===== src/rtl/if_fetch_unit.sv =====
// Instruction fetch stage: owns the PC, issues in-order word fetches under a credit limit,
// and buffers returned instructions for decode. Optional same-cycle bypass under IF_BYPASS_EN.
module if_fetch_unit #(
   parameter logic [31:0] RESET_PC   = 32'h0000_0000,
   parameter int          FIFO_DEPTH = 4
) (
   input  logic        clk,
   input  logic        rst,
   output logic        imem_req_valid,
   input  logic        imem_req_ready,
   output logic [31:0] imem_req_addr,
   input  logic        imem_rsp_valid,
   input  logic [31:0] imem_rsp_data,
   input  logic        redirect_valid,
   input  logic [31:0] redirect_pc,
   output logic        id_valid,
   input  logic        id_ready,
   output logic [31:0] id_instr,
   output logic [31:0] id_pc
);

   localparam int          PW  = $clog2(FIFO_DEPTH);
   localparam int          CW  = PW + 1;
   localparam logic [31:0] NOP = 32'h0000_0013;

   logic [31:0]   fetch_pc_q, fetch_pc_d;
   logic [31:0]   rsp_pc_q, rsp_pc_d;
   logic [CW-1:0] outstanding_q, outstanding_d;
   logic [CW-1:0] discard_q, discard_d;
   logic [CW-1:0] count_q, count_d;
   logic [PW-1:0] rd_ptr_q, rd_ptr_d;
   logic [PW-1:0] wr_ptr_q, wr_ptr_d;
   logic          active_q;

   logic [31:0]   fifo_instr_q [FIFO_DEPTH];
   logic [31:0]   fifo_pc_q    [FIFO_DEPTH];

   logic          req_hs;
   logic          bypass_w;
   logic          push_w;
   logic          pop_w;
   logic          rsp_keep;
   logic [CW:0]   credit_sum;
   logic [31:0]   redirect_aligned;
   logic          unused_redirect_bits;

   assign redirect_aligned     = {redirect_pc[31:2], 2'b00};
   assign unused_redirect_bits = ^redirect_pc[1:0];

   // Every request in flight already owns a buffer slot, so a response can never overflow.
   assign credit_sum     = {1'b0, outstanding_q} + {1'b0, count_q};
   assign imem_req_valid = active_q && (credit_sum < (CW+1)'(FIFO_DEPTH));
   assign imem_req_addr  = fetch_pc_q;
   assign req_hs         = imem_req_valid && imem_req_ready;

`ifdef IF_BYPASS_EN
   assign bypass_w = active_q && imem_rsp_valid && (count_q == '0) &&
                     (discard_q == '0) && !redirect_valid;
`else
   assign bypass_w = 1'b0;
`endif

   assign rsp_keep = imem_rsp_valid && (discard_q == '0) && !redirect_valid;
   assign push_w   = rsp_keep && !(bypass_w && id_ready);
   assign pop_w    = (count_q != '0) && id_ready && !redirect_valid;

   always_comb begin
      id_valid = 1'b0;
      id_instr = NOP;
      id_pc    = 32'h0;
      if (count_q != '0) begin
         id_valid = 1'b1;
         id_instr = fifo_instr_q[rd_ptr_q];
         id_pc    = fifo_pc_q[rd_ptr_q];
      end else if (bypass_w) begin
         id_valid = 1'b1;
         id_instr = imem_rsp_data;
         id_pc    = rsp_pc_q;
      end
   end

   always_comb begin
      fetch_pc_d    = fetch_pc_q;
      rsp_pc_d      = rsp_pc_q;
      discard_d     = discard_q;
      count_d       = count_q;
      rd_ptr_d      = rd_ptr_q;
      wr_ptr_d      = wr_ptr_q;
      outstanding_d = outstanding_q + CW'(req_hs) - CW'(imem_rsp_valid);

      if (redirect_valid) begin
         // Everything still in flight after this cycle belongs to the old path.
         fetch_pc_d = redirect_aligned;
         rsp_pc_d   = redirect_aligned;
         discard_d  = outstanding_d;
         count_d    = '0;
         rd_ptr_d   = '0;
         wr_ptr_d   = '0;
      end else begin
         if (req_hs) begin
            fetch_pc_d = fetch_pc_q + 32'd4;
         end
         if (imem_rsp_valid) begin
            if (discard_q != '0) begin
               discard_d = discard_q - CW'(1);
            end else begin
               rsp_pc_d = rsp_pc_q + 32'd4;
            end
         end
         if (push_w) begin
            wr_ptr_d = wr_ptr_q + PW'(1);
         end
         if (pop_w) begin
            rd_ptr_d = rd_ptr_q + PW'(1);
         end
         count_d = count_q + CW'(push_w) - CW'(pop_w);
      end
   end

   always_ff @(posedge clk or posedge rst) begin
      if (rst) begin
         fetch_pc_q    <= {RESET_PC[31:2], 2'b00};
         rsp_pc_q      <= {RESET_PC[31:2], 2'b00};
         outstanding_q <= '0;
         discard_q     <= '0;
         count_q       <= '0;
         rd_ptr_q      <= '0;
         wr_ptr_q      <= '0;
         active_q      <= 1'b0;
      end else begin
         fetch_pc_q    <= fetch_pc_d;
         rsp_pc_q      <= rsp_pc_d;
         outstanding_q <= outstanding_d;
         discard_q     <= discard_d;
         count_q       <= count_d;
         rd_ptr_q      <= rd_ptr_d;
         wr_ptr_q      <= wr_ptr_d;
         active_q      <= 1'b1;
      end
   end

   always_ff @(posedge clk) begin
      if (push_w) begin
         fifo_instr_q[wr_ptr_q] <= imem_rsp_data;
         fifo_pc_q[wr_ptr_q]    <= rsp_pc_q;
      end
   end

endmodule

===== config.mk =====
export PLATFORM = sky130hd
export DESIGN_NAME = if_fetch_unit
export DESIGN_NICKNAME = d
export VERILOG_FILES = /design/src/rtl/if_fetch_unit.sv
export SDC_FILE = /design/constraint.sdc
export NUM_CORES = 1
export LEC_CHECK = 0
export CORE_AREA = 2 2 176 195
export DETAILED_ROUTE_END_ITERATION = 16
export DIE_AREA = 0 0 178 197
export GPL_TIMING_DRIVEN = 0
export PLACE_DENSITY_LB_ADDON = 0.05
export SYNTH_ARGS = -nofsm -noshare
export SYNTH_HDL_FRONTEND = slang
export SYNTH_SLANG_ARGS = --single-unit

===== constraint.sdc =====
create_clock -name clk -period 2.8 [get_ports clk]
set_input_delay 0.42 -clock clk [delete_from_list [all_inputs] [get_ports clk]]
set_output_delay 0.42 -clock clk [all_outputs]
set_load 0.005 [all_outputs]

# --- After elaboration in Yosys (flattened, before gate mapping) ---
# Memories as Yosys holds them, arrays and structs flattened.
# Index checks and enable logic that the tools add are counted.
totals:
  ram_bits: 256
  output_inout_bits: 98
  latchBits: 0
  n_memories: 2
  word_cells: 57
  register_bits: 78
  mem_bits_ro: 0
classes:
  addsub: 10
  n_reduce_logical: 17
  muxes: 18
  div: 0
  multipliers: 0
  eq_ne: 1
  order_cmp: 1
  shift: 0
  n_bitwise: 0
mem_list:
  columns: ["memory", "depth", "width", "read_ports", "rd_ports_with_merged_regs", "write_ports", "line", "rtl"]
  rows:
  - ["fifo_instr_q", 4, 32, 1, 0, 1, "35", "logic [31:0] fifo_instr_q [FIFO_DEPTH];"]
  - ["fifo_pc_q", 4, 32, 1, 0, 1, "36", "logic [31:0] fifo_pc_q [FIFO_DEPTH];"]
ops:
  columns: ["cell", "count"]
  rows:
  - ["2-to-1 mux 32 bit", 7]
  - ["adder 32 x 3 -> 32 bit (second input constant)", 2]
  - ["2-to-1 mux 3 bit", 4]
  - ["nonzero test 2 bit", 5]
  - ["2-to-1 mux 2 bit", 4]
  - ["adder 3 x 1 -> 3 bit", 2]
  - ["logical AND 1 bit", 6]
  - ["nonzero test 3 bit", 2]
  - ["subtractor 3 x 1 -> 3 bit", 2]
  - ["adder 2 x 1 -> 2 bit (second input constant)", 2]
  - ["adder 3 x 3 -> 4 bit", 1]
  - ["less-than comparator 4 x 3 -> 1 bit (second input constant)", 1]
  - ["AND reduction 2 bit", 2]
  - ["zero test 3 bit", 1]
  - ["2-to-1 mux 1 bit", 3]
  - ["subtractor 3 x 1 -> 3 bit (second input constant)", 1]
  - ["!= test 2 bit (second input constant)", 1]
  - ["zero test 1 bit", 1]

# --- Logic depth before layout (Yosys ltp) ---
logic_depth:
  depth_word: 7
  ltp_mapped: 13
  mapped_depth_nobuf: 12

# --- Least setup slack after synthesis ---
# No wires, ideal clock.
synth_path:
  kind: "in2reg"
  start: "input port redirect_valid"
  end: "memory fifo_instr_q[0][0] (enable)"
  cell_stages: 5
  required_ps: 2373
  path_slack_ps: -339
  path_buffers: 3
  setup_time_ps: 427
  arrival_ps: 2712
  cell_sequence: "clkbuf_1 clkinv_1 clkbuf_8 clkbuf_1 and3_1"
synth_between:
  elab_chain_cells: 4
synth_lines:
  columns: ["element", "line", "rtl"]
  rows:
  - ["from (decl)", "14", "input logic redirect_valid,"]
  - ["zero test 1 bit", "63", "assign rsp_keep = imem_rsp_valid && (discard_q == '0) && !redirect_valid;"]
  - ["logical AND 1 bit", "63", null]
  - ["2-to-1 mux 1 bit", "143", "if (push_w) begin"]
  - ["2-to-1 mux 1 bit (implied by the code)", "144", "fifo_instr_q[wr_ptr_q] <= imem_rsp_data;"]
  - ["to (decl)", "35", null]
# No other way between the ends.

# --- Worst setup path after layout ---
layout_path:
  start: "register rd_ptr_q[0]"
  end: "output port id_instr[3]"
layout_between:
  elab_chain_cells: 2
layout_lines:
  columns: ["element", "line", "rtl"]
  rows:
  - ["from (decl)", "31", "logic [PW-1:0] rd_ptr_q, rd_ptr_d;"]
  - ["from (signal assigned)", "136", "rd_ptr_q <= rd_ptr_d;"]
  - ["memory read (4 x 32 bit)", null, null]
  - ["2-to-1 mux 32 bit", "71", "if (count_q != '0) begin"]
  - ["to (decl)", "18", "output logic [31:0] id_instr,"]
# No other way between the ends.

==> results.sh <==
export IMPL_multiInputGateArea_um2=4450
export IMPL_crit_start="rd_ptr_q[0]$_DFFE_PP0P_"
export IMPL_grt_total_usage_pct=19.5
export IMPL_power_share_switching_pct=26.6
export IMPL_power_frac_clock_pct=31.9
export IMPL_antenna_found_initial=0
export IMPL_p_leak_nw=6.33
export IMPL_slew_headroom_pct=25.9
export IMPL_crit_type="flop to primary output"
export IMPL_die_area_um2=35100
export IMPL_status="completed"
export IMPL_path_max_fanout=10
export IMPL_total_power_mw=14.5
export IMPL_clockRootBuffer="clkbuf_16"
export IMPL_ys_ff_latch=322
export IMPL_grt_max_degree=53
export IMPL_synth_top_area_share_pct=53.1
export IMPL_power_frac_seq_pct=40.1
export IMPL_cap_violations=0
export IMPL_slew_viol_final=0
export IMPL_reg2reg_depth=8
export IMPL_hold_viol_final=0
export IMPL_r2r_slack_ns=0.09
export IMPL_setup_violations_final=0
export IMPL_hold_slack_ns=0.252
export IMPL_worst_r2r_endpoint="imem_req_addr[28]$_DFFE_PP0N_"
export IMPL_crit_path_end_kind="primary output"
export IMPL_slowest_stage="mux4_2"
export IMPL_dp_slack_ns=-0.849
export IMPL_r2r_start="outstanding_q[2]$_DFF_PP0_"
export IMPL_io_buffers=160
export IMPL_drc=0
export IMPL_vias=8733
export IMPL_path_cells="buf_4 -> buf_12 -> mux4_2 -> and2_1 -> clkdlybuf4s50_1"
export IMPL_drt_iter0_drc=591
export IMPL_place_congestion=0.859
export IMPL_drive_above_1_share_pct=19.1
export IMPL_cts_tree="built"
export IMPL_fmax_mhz=360
export IMPL_nNetsFinal=1207
export IMPL_synth_edff_count=248
export IMPL_syn_inst=896
export IMPL_power_switching_mw=3.85
export IMPL_setup_slack_ns=0.0191
export IMPL_h_tree_depth=2
export IMPL_cts_sinks=322
export IMPL_power_frac_comb_pct=28.0
export IMPL_yosys_warnings=0
export IMPL_wl_per_cell_um=21.4
export IMPL_ant_nets=0
export IMPL_hold_buffers=0
export IMPL_utilization_pct=54.3
export IMPL_syn_area_per_cell_um2=15.7
export IMPL_netlist_area_um2=14000
export IMPL_hpwl_um=22100
export IMPL_cp_required_ns=2.38
export IMPL_rows=70
export IMPL_vdd_drop_max_uv=402
export IMPL_clk_latency_ns=0.52
export IMPL_n_antenna_cell=0
export IMPL_p_per_area_nw_per_um2=807
export IMPL_cts_buffers=36
export IMPL_tightest_slew_ns=1.10
export IMPL_p_int_mw=10.6
export IMPL_stdcell_area_um2=17900
export IMPL_min_path_type="primary input to async pin"
export IMPL_cp_arrival_ns=2.36
export IMPL_clk_pin_slew_ns=0.06
export IMPL_ios=168
export IMPL_drt_total_wl_um=33800
export IMPL_synth_distinct_cells=60
export IMPL_seq_area_um2=9300
export IMPL_core_area_um2=33000
export IMPL_layout_common_cells="edfxtp_1, clkdlybuf4s50_1, dfrtp_1"
export IMPL_dpl_cell_area_um2=16300
export IMPL_worst_clock_skew_ns=0.0250
export IMPL_cp_start_kind="flop"
export IMPL_period_needed_ns=2.78
export IMPL_die_x_um=178
export IMPL_vias_per_cell=5.53
export IMPL_critPathMaxStageDelay_ns=0.49
export IMPL_start_util_pct=42.5
export IMPL_grt_pass1_wl_um=52100
export IMPL_drtPass1Iterations=4
export IMPL_synthTopCellsByArea="edfxtp_1, dfrtp_1, mux4_2"
export IMPL_async_flop_share_pct=23.0
export IMPL_rsz0062_at_grt="true"
export IMPL_fill_cells=2749
export IMPL_overflow=0
export IMPL_finalCritPeriodShare_pct=99.3
export IMPL_grt_pass1_vias=8943
export IMPL_synthFlopType="edfxtp_1"
export IMPL_final_common_cell="edfxtp_1"
export IMPL_syn_to_final_growth_pct=27.7
export IMPL_die_y_um=197
export IMPL_cts_buffer_depth=3
export IMPL_yosysTopAreaCell="edfxtp_1"
export IMPL_yosysSeqAreaShare_pct=66.3
==> cells in the mapped netlist (9+ instances only) <==
master and instances:
a211oi_1 10, a21oi_1 12, a311oi_1 12, a31oi_1 16
and2_1 64, and3_1 10, and4_1 11, buf_2 9
clkbuf_1 30, dfrtp_1 74, edfxtp_1 248, ha_1 14
inv_1 16, mux2_2 10, mux4_2 62, nand2_1 30
nand3_1 23, nand4_1 24, nor2_1 34, nor3_1 19
nor4_1 23, o21ai_0 12, o31ai_1 12, or4_1 10
xnor2_1 18
==> kinds of logic (layout without fill, tap and decap cells) <==
family,count (synthesis),count (layout),share of synthesized area [%]
flops,322,322,66.3
simple gates,293,293,12.3
compound gates,89,89,4.49
mux,74,74,10.9
buf+inv,74,323,2.82
xor+xnor,26,26,1.62
fa+ha+maj,16,16,1.53
other cells,2,5,0.0535
==> per-layer routing <==
metal / GRT usage, % / vias up / wire, um
li1: - / 4003 / -
met1: 26.6 / 4380 / 14700
met2: 32.1 / 285 / 16400
met3: 3.26 / 65 / 1780
met4: 6.47 / 0 / 930
met5: 0 / - / 0
==> sequential cells by signal (all words and copies together) (netlist names) <==
signal and count:
wr_ptr_q 2, discard_q 3, active_q 1, fifo_instr_q 128
fifo_pc_q 120, outstanding_q 3, count_q 3, imem_req_addr 30
rd_ptr_q 2, rsp_pc_q 30
==> final cells by class <==
class | count | area share [%]
Sequential cell | 322 | 51.9
Multi-Input combinational cell | 503 | 24.8
Timing Repair Buffer | 187 | 11.0
Clock buffer | 46 | 5.41
Tap cell | 432 | 3.02
Buffer | 54 | 2.40
Clock inverter | 19 | 1.03
Inverter | 17 | 0.384
==> per-stage QoR <==
stage | setup TNS [ns] | std cells
after floorplan | 0 | 899
after global placement | -358.71 | 1491
after detailed placement | -59.61 | 1496
after CTS | -0.337 | 1568
after global routing | -2.80 | 1580
final | 0 | 1580
==> worst max-delay path: cells and delay by family, from the launching register on <==
kind	cells	cell delay, ns
flops	1	0.42
simple gates	1	0.17
buf+inv	3	0.77
mux	1	0.49
==> power groups by stage <==
stage               registers, mW  clock network (mW)  logic [mW]
detailed placement           5.86                   0        3.68
CTS                          5.79                4.72        3.99
global route                 5.83                4.91        4.44
finish                       5.79                4.62        4.05
global placement             5.86                   0        3.65
floorplan                    5.77                   0        2.00
==> worst max path at each step <==
stage               cells past startpoint                            end  slack (ns)
floorplan                              12           count_q[2]$_DFF_PP0_        0.13
global placement                        2  imem_req_addr[18]$_DFFE_PP0N_       -1.16
detailed placement                     12           count_q[2]$_DFF_PP0_       -0.85
CTS                                     5                   id_instr[20]       -0.03
global route                            5                    id_instr[3]       -0.08
finish                                  5                    id_instr[3]        0.02
==> timing repair <==
| action | 4_1_cts | 5_1_grt |
|---|---|---|
| gates cloned | 1 | 1 |
| endpoints found under the setup margin | 80 | 115 |
| buffers inserted | 9 | 11 |
| hold endpoints to repair | 0 | 0 |
| gates resized for setup | 60 | 36 |
| pin swaps | 2 | 3 |
Note: power is estimated with default switching activity, not from simulation.
